`src/rtl/instructions.sv`:
```
// instructions: opcode field codes and controller state type for the 12-bit CPU
package instructions;
  localparam logic [2:0] T_SYS = 3'd0;
  localparam logic [2:0] T_ALU = 3'd1;
  localparam logic [2:0] T_MOV = 3'd2;
  localparam logic [2:0] T_JMP = 3'd3;
  localparam logic [2:0] T_LDI = 3'd4;
  localparam logic [2:0] SYS_NOP = 3'd0;
  localparam logic [2:0] SYS_HALT = 3'd1;
  localparam logic [2:0] JMP_AL = 3'd0;
  localparam logic [2:0] JMP_Z = 3'd1;
  localparam logic [2:0] JMP_NZ = 3'd2;
  localparam logic [2:0] ALU_ADD = 3'd0;
  localparam logic [2:0] ALU_SUB = 3'd1;
  localparam logic [2:0] ALU_AND = 3'd2;
  localparam logic [2:0] ALU_OR = 3'd3;
  localparam logic [2:0] ALU_XOR = 3'd4;
  typedef enum logic [2:0] {S_IDLE, S_FETCH, S_DECODE, S_EXECUTE, S_HALTED} state_t;
endpackage

```
`src/rtl/decoder.sv`:
```
// decoder: splits a 12-bit opcode into type, sub, a and b fields
module decoder (
  input  logic [11:0] ir,
  output logic [2:0]  typ,
  output logic [2:0]  sub,
  output logic [2:0]  a,
  output logic [2:0]  b
);
  assign {typ, sub, a, b} = ir;
endmodule

```
`src/rtl/cpu_control_fsm.sv`:
```
// cpu_control_fsm: multi-cycle fetch/decode/execute sequencer for the 12-bit-opcode CPU
module cpu_control_fsm
  import instructions::*;
#(
  parameter int PC_W = 8,
  parameter int DATA_W = 8
) (
  input  logic              clk,
  input  logic              rst,
  input  logic              run,
  output logic              imem_req,
  output logic [PC_W-1:0]   imem_addr,
  input  logic              imem_ready,
  input  logic [11:0]       imem_rdata,
  output logic [2:0]        rf_raddr_a,
  output logic [2:0]        rf_raddr_b,
  input  logic [DATA_W-1:0] rf_rdata_a,
  input  logic [DATA_W-1:0] rf_rdata_b,
  output logic              rf_we,
  output logic [2:0]        rf_waddr,
  output logic [DATA_W-1:0] rf_wdata,
  output logic [2:0]        alu_op,
  input  logic [DATA_W-1:0] alu_result,
  output logic [PC_W-1:0]   pc,
  output logic              zero_flag,
  output logic              halted,
  output logic              illegal
);
  state_t state;
  logic [11:0] ir;
  logic [2:0] typ, sub;
  logic bad, stop, taken, wr;
  logic [PC_W-1:0] next_pc;
  logic [DATA_W-1:0] wdata;
  logic unused_rdata_a;
  decoder u_dec (.ir(ir), .typ(typ), .sub(sub), .a(rf_raddr_a), .b(rf_raddr_b));
  assign alu_op = sub;
  assign imem_addr = pc;
  assign unused_rdata_a = ^rf_rdata_a;
  // classify the held instruction: legality, halt, jump outcome, write data and next pc
  always_comb begin
    taken = sub == JMP_AL || (sub == JMP_Z && zero_flag) || (sub == JMP_NZ && !zero_flag);
    bad = (typ == T_SYS && sub != SYS_NOP && sub != SYS_HALT) || (typ == T_JMP && sub > JMP_NZ) || typ > T_LDI;
    stop = bad || (typ == T_SYS && sub == SYS_HALT);
    wr = typ == T_ALU || typ == T_MOV || typ == T_LDI;
    wdata = typ == T_ALU ? alu_result : typ == T_MOV ? rf_rdata_b : DATA_W'({sub, rf_raddr_b});
    next_pc = typ == T_JMP && taken ? rf_rdata_b[PC_W-1:0] : pc + PC_W'(1);
  end
  // sequencer; write strobe is set on entry to EXECUTE so it is high only during EXECUTE
  always_ff @(posedge clk) begin
    if (rst) begin
      state <= S_IDLE;
      pc <= '0;
      ir <= '0;
      zero_flag <= 1'b0;
      illegal <= 1'b0;
      halted <= 1'b0;
      imem_req <= 1'b0;
      rf_we <= 1'b0;
      rf_waddr <= '0;
      rf_wdata <= '0;
    end else begin
      rf_we <= 1'b0;
      case (state)
        S_IDLE: if (run) begin
          state <= S_FETCH;
          imem_req <= 1'b1;
        end
        S_FETCH: if (imem_ready) begin
          ir <= imem_rdata;
          imem_req <= 1'b0;
          state <= S_DECODE;
        end
        S_DECODE: begin
          state <= S_EXECUTE;
          rf_we <= wr;
          rf_waddr <= rf_raddr_a;
          rf_wdata <= wdata;
        end
        S_EXECUTE: begin
          if (bad) illegal <= 1'b1;
          if (typ == T_ALU) zero_flag <= alu_result == '0;
          if (stop) begin
            state <= S_HALTED;
            halted <= 1'b1;
          end else begin
            pc <= next_pc;
            state <= run ? S_FETCH : S_IDLE;
            imem_req <= run;
          end
        end
        default: ;
      endcase
    end
  end
endmodule
```
`config.mk`:
```
export PLATFORM = sky130hd
export DESIGN_NAME = cpu_control_fsm
export DESIGN_NICKNAME = d
export VERILOG_FILES = /design/src/rtl/instructions.sv /design/src/rtl/decoder.sv /design/src/rtl/cpu_control_fsm.sv
export SDC_FILE = /design/constraint.sdc
export NUM_CORES = 1
export LEC_CHECK = 0
export CAP_MARGIN = 10
export CELL_PAD_IN_SITES_DETAIL_PLACEMENT = 1
export CELL_PAD_IN_SITES_GLOBAL_PLACEMENT = 2
export CORE_ASPECT_RATIO = 0.6
export CORE_MARGIN = 2
export CORE_UTILIZATION = 25
export CTS_BUF_LIST = sky130_fd_sc_hd__clkbuf_8
export CTS_CLUSTER_SIZE = 16
export DETAILED_ROUTE_END_ITERATION = 8
export GPL_TIMING_DRIVEN = 0
export PLACE_DENSITY_LB_ADDON = 0.08
export SETUP_SLACK_MARGIN = 0.2
export SYNTH_ARGS = -nofsm -noshare
export SYNTH_HDL_FRONTEND = slang
export SYNTH_HIERARCHICAL = 1
export SYNTH_SLANG_ARGS = --single-unit
```
`constraint.sdc`:
```
create_clock -name clk -period 2.1 [get_ports clk]
set_input_delay 0.42 -clock clk [delete_from_list [all_inputs] [get_ports clk]]
set_output_delay 0.42 -clock clk [all_outputs]
set_load 0.05 [all_outputs]
```
==> reports/summary.md <==
* **outcome** finished, final reports clean
* **type of the worst setup path** reg -> reg
* **share of synthesized cell area in full adder, half adder and majority cells** 0.005959
* **number of global-route vias before repair** 2132
* **post-synthesis register bit count** 39
* **floorplan row count** 25
* **Placed Cells incl. Taps** 442
* **overall fraction of global-route tracks in use** 0.1767
* **synth unique cells** 46
* **Iteration-0 DRC Markers** 88
* **final worst setup slack** 0.1892 ns
* **area of combinational cells with multiple inputs** 1129 µm²
* **horizontal die dimension** 122.3 µm
* **FF-to-FF setup slack** 0.19 ns
* **# port buffers** 72
* **clock slew at the register clock pins of the worst setup and hold paths** 0.09 ns
* **average wire length per cell after detail routing** 16.33 µm
* **detailed-route via count** 2207
* **combinational family with the most area after synthesis** compound AO/OA/AOI/OAI gates
* **sequential area share after synthesis** 0.3719
* **Remaining Overflow, GRT** 0
* **summed instance area of the synthesized netlist** 2100 µm²
* **number of flops mapped to enable cells by yosys** 0
* **Setup crit start kind** register
* **total power divided by cell area** 586.0 nW/µm²
* **buffer cell driving the clock tree root** sky130_fd_sc_hd__clkbuf_8
* **Compound-Gate Fraction of Synth Area** 0.2461
* **post-route design area** 3272 µm²
* **leakage power** 1.434 nW
* **fin crit period** 1.911 ns
* **achievable frequency** 0.5233 GHz
* **filler cell count in the final layout** 981
* **number of buffers added by the clock tree synthesis step** 5
* **largest net degree at the start of global routing** 14
* **Die H** 74.99 µm
* **standard cell area after detailed placement** 2960 µm²
* **insertion delay to the later sink of the worst-skew pair** 0.31 ns
* **# setup viols final** 0
* **dominant cells by area after synthesis** sky130_fd_sc_hd__dfxtp_1, sky130_fd_sc_hd__a21oi_1, sky130_fd_sc_hd__buf_4
* **power share of the combinational group** 0.186
* **sequential power share** 0.405
* **final worst-path cycle share** 0.9099
* **largest area contributor in the netlist** sky130_fd_sc_hd__dfxtp_1
* **antenna violations before repair** 0
* **number of H-tree levels** 2
* **critical path data arrival time** 2.16 ns
* **Cell Int Power** 0.001388 W
* **critical path capture point type** register
* **worst slack after detailed placement** -0.2531 ns
* **cell count of the worst hold path** 2
* **actual slew at the worst max-slew pin** 0.6631 ns
* **DR DRC count** 0
* **final-report hold violation count** 0
* **Layout Cells excl Fill** 463
* **final total negative setup slack** 0 ns
* **power share of the clock group** 0.408
* **half-perimeter wire length after detailed placement** 5695 µm
* **sequential cell area** 788.3 µm²
* **Gate Count Post-Synth** 262
* **peak supply drop** 280.8 µV
* **highest-count cells in the layout ignoring fill and taps** sky130_fd_sc_hd__nand2_1, sky130_fd_sc_hd__a21oi_1, sky130_fd_sc_hd__dfxtp_1
* **number of warning messages in the yosys log** 6
* **TritonCTS clock tree** built
* **endpoint required time on the critical path** 2.35 ns
* **fraction of layout instances using a drive strength above 1** 0.2056
* **P&R area growth vs syn** 55.84%
* **fraction of post-synthesis cell area in the top cell type by area** 0.3719
* **share of synthesized cell area in and, or, nand and nor gates** 0.2300
* **Tightest Hold Check Type** reg -> reg
* **average cell area after synthesis** 8.013 µm²
* **Max Slew Vio Count** 0
* **Max Clock Skew** 0.006815 ns
* **net load switching power** 0.0005296 W
* **top-level I/O count** 81
* **share of total power consumed by net switching** 0.2762
* **GPL Wtd Cong** 0.7819
* **top_reg_cell synth** sky130_fd_sc_hd__dfxtp_1
* **worst rel slew slack** 0.5579
* **post-route core utilization** 0.4086
* **post-layout net count** 395
* **core area** 8008 µm²
* **number of buffers between clock root and the deepest sink** 2
* **maximum fanout along the worst path** 6
* **total routed wirelength** 7560 µm
* **global-route wire length before repair** 11920 µm
* **async set-or-reset flop fraction in the synthesized netlist** 0
* **Vias per Instance** 4.767
* **clock sink total** 39
* **residual antenna-violating net count after detailed routing** 0
* **antenna diode instance count** 0
* **share of cell area taken by muxes after synthesis** 0.02503
* **number of violations of the max-capacitance limit** 0
* **total iterations of the first detailed-routing run** 4
* **starting utilization of the core area** 0.2622
* **worst reg-to-reg path cell count** 7
* **post-synth net total** 303
* **XOR/XNOR share of the synthesized area** 0
* **Die ar.** 9171 µm²
* **setup repair after global routing missed its margin** true
* **most common cell after layout, fill and taps aside** sky130_fd_sc_hd__nand2_1
==> state kept, by name (all words and copies together), names as in the netlist <==
signal     flops
ir            12
imem_req       1
illegal        1
halted         1
zero_flag      1
rf_wdata       8
state          3
rf_we          1
imem_addr      8
rf_waddr       3
==> per-layer routing <==
metal / global-route usage / vias up / part of all wire
li1: - / 1092 / -
met1: 0.2688 / 1066 / 0.55
met2: 0.2407 / 41 / 0.39
met3: 0.04697 / 8 / 0.045
met4: 0.04981 / 0 / 0.011
met5: 0 / - / 0
==> per-stage QoR <==
| step | hold slack (ns) | total power [W] |
|---|---|---|
| floorplan | 0.4367 | 0.0009798 |
| global placement | 0.4413 | 0.001127 |
| detailed placement | 0.4474 | 0.001129 |
| CTS | 0.4567 | 0.001931 |
| global route | 0.4783 | 0.002012 |
| finish | 0.4541 | 0.001917 |
==> repair_timing <==
action	4_1_cts	5_1_grt
pin swaps	3	1
gates resized for setup	48	18
buffers inserted	8	5
setup endpoints to repair	59	28
hold buffers	0	0
hold endpoints to repair	0	0
==> cells in the mapped netlist (2+ instances only) <==
library cell and instances:
sky130_fd_sc_hd__a211oi_1 2, sky130_fd_sc_hd__a21o_1 4, sky130_fd_sc_hd__a21oi_1 37, sky130_fd_sc_hd__a22oi_1 2, sky130_fd_sc_hd__and2_1 3, sky130_fd_sc_hd__buf_2 2
sky130_fd_sc_hd__buf_4 24, sky130_fd_sc_hd__clkbuf_1 10, sky130_fd_sc_hd__dfxtp_1 39, sky130_fd_sc_hd__inv_1 4, sky130_fd_sc_hd__mux2_2 2, sky130_fd_sc_hd__mux2i_1 3
sky130_fd_sc_hd__nand2_1 47, sky130_fd_sc_hd__nand2b_1 4, sky130_fd_sc_hd__nand3_1 3, sky130_fd_sc_hd__nand3b_1 3, sky130_fd_sc_hd__nor2_1 18, sky130_fd_sc_hd__nor3_1 5
sky130_fd_sc_hd__nor3_2 2, sky130_fd_sc_hd__nor4_1 3, sky130_fd_sc_hd__o21ai_0 6, sky130_fd_sc_hd__o21ai_1 3, sky130_fd_sc_hd__o221ai_1 6, sky130_fd_sc_hd__o22a_1 6
sky130_fd_sc_hd__or3_1 3
==> worst max-delay path: stages, from the launching register on <==
cell and delay [ns]:
sky130_fd_sc_hd__dfxtp_2 0.32, sky130_fd_sc_hd__buf_4 0.13, sky130_fd_sc_hd__buf_8 0.13, sky130_fd_sc_hd__o41ai_4 0.49, sky130_fd_sc_hd__o31ai_4 0.14, sky130_fd_sc_hd__buf_4 0.17
sky130_fd_sc_hd__or3_1 0.34, sky130_fd_sc_hd__a21oi_1 0.12
==> layout make-up <==
type	instances	area share
flip-flops and latches	39	0.2409
clock buffers	5	0.02103
well taps	108	0.04130
repair buffers	85	0.2447
inverters	4	0.004589
plain buffers	37	0.08222
multi-input cells	182	0.3449
clock inverters	3	0.02027
==> final timing paths <==
check | start | end
worst max-delay path | ir[11] | imem_addr[0]
worst min register to register | rf_waddr[2] | rf_waddr[2]
worst max register to register | ir[11] | imem_addr[0]
worst min-delay path | rf_waddr[2] | rf_waddr[2]
==> power groups by stage <==
stage          Sequential (W)  Combinational (W)  Clock, W
2_1_floorplan        0.000810           0.000169         0
3_3_place_gp         0.000793           0.000334         0
3_5_place_dp         0.000794           0.000336         0
4_1_cts              0.000777           0.000350  0.000804
5_1_grt              0.000781           0.000384  0.000847
6_report             0.000777           0.000357  0.000783
==> cells by family (layout without fill, tap and decap cells) <==
| logic type | Yosys count | in the layout |
|---|---|---|
| simple gates | 100 | 100 |
| compound gates | 76 | 76 |
| buf+inv | 41 | 134 |
| flops | 39 | 39 |
| mux | 5 | 5 |
| fa+ha+maj | 1 | 1 |
(Power assumes the default switching activity.)
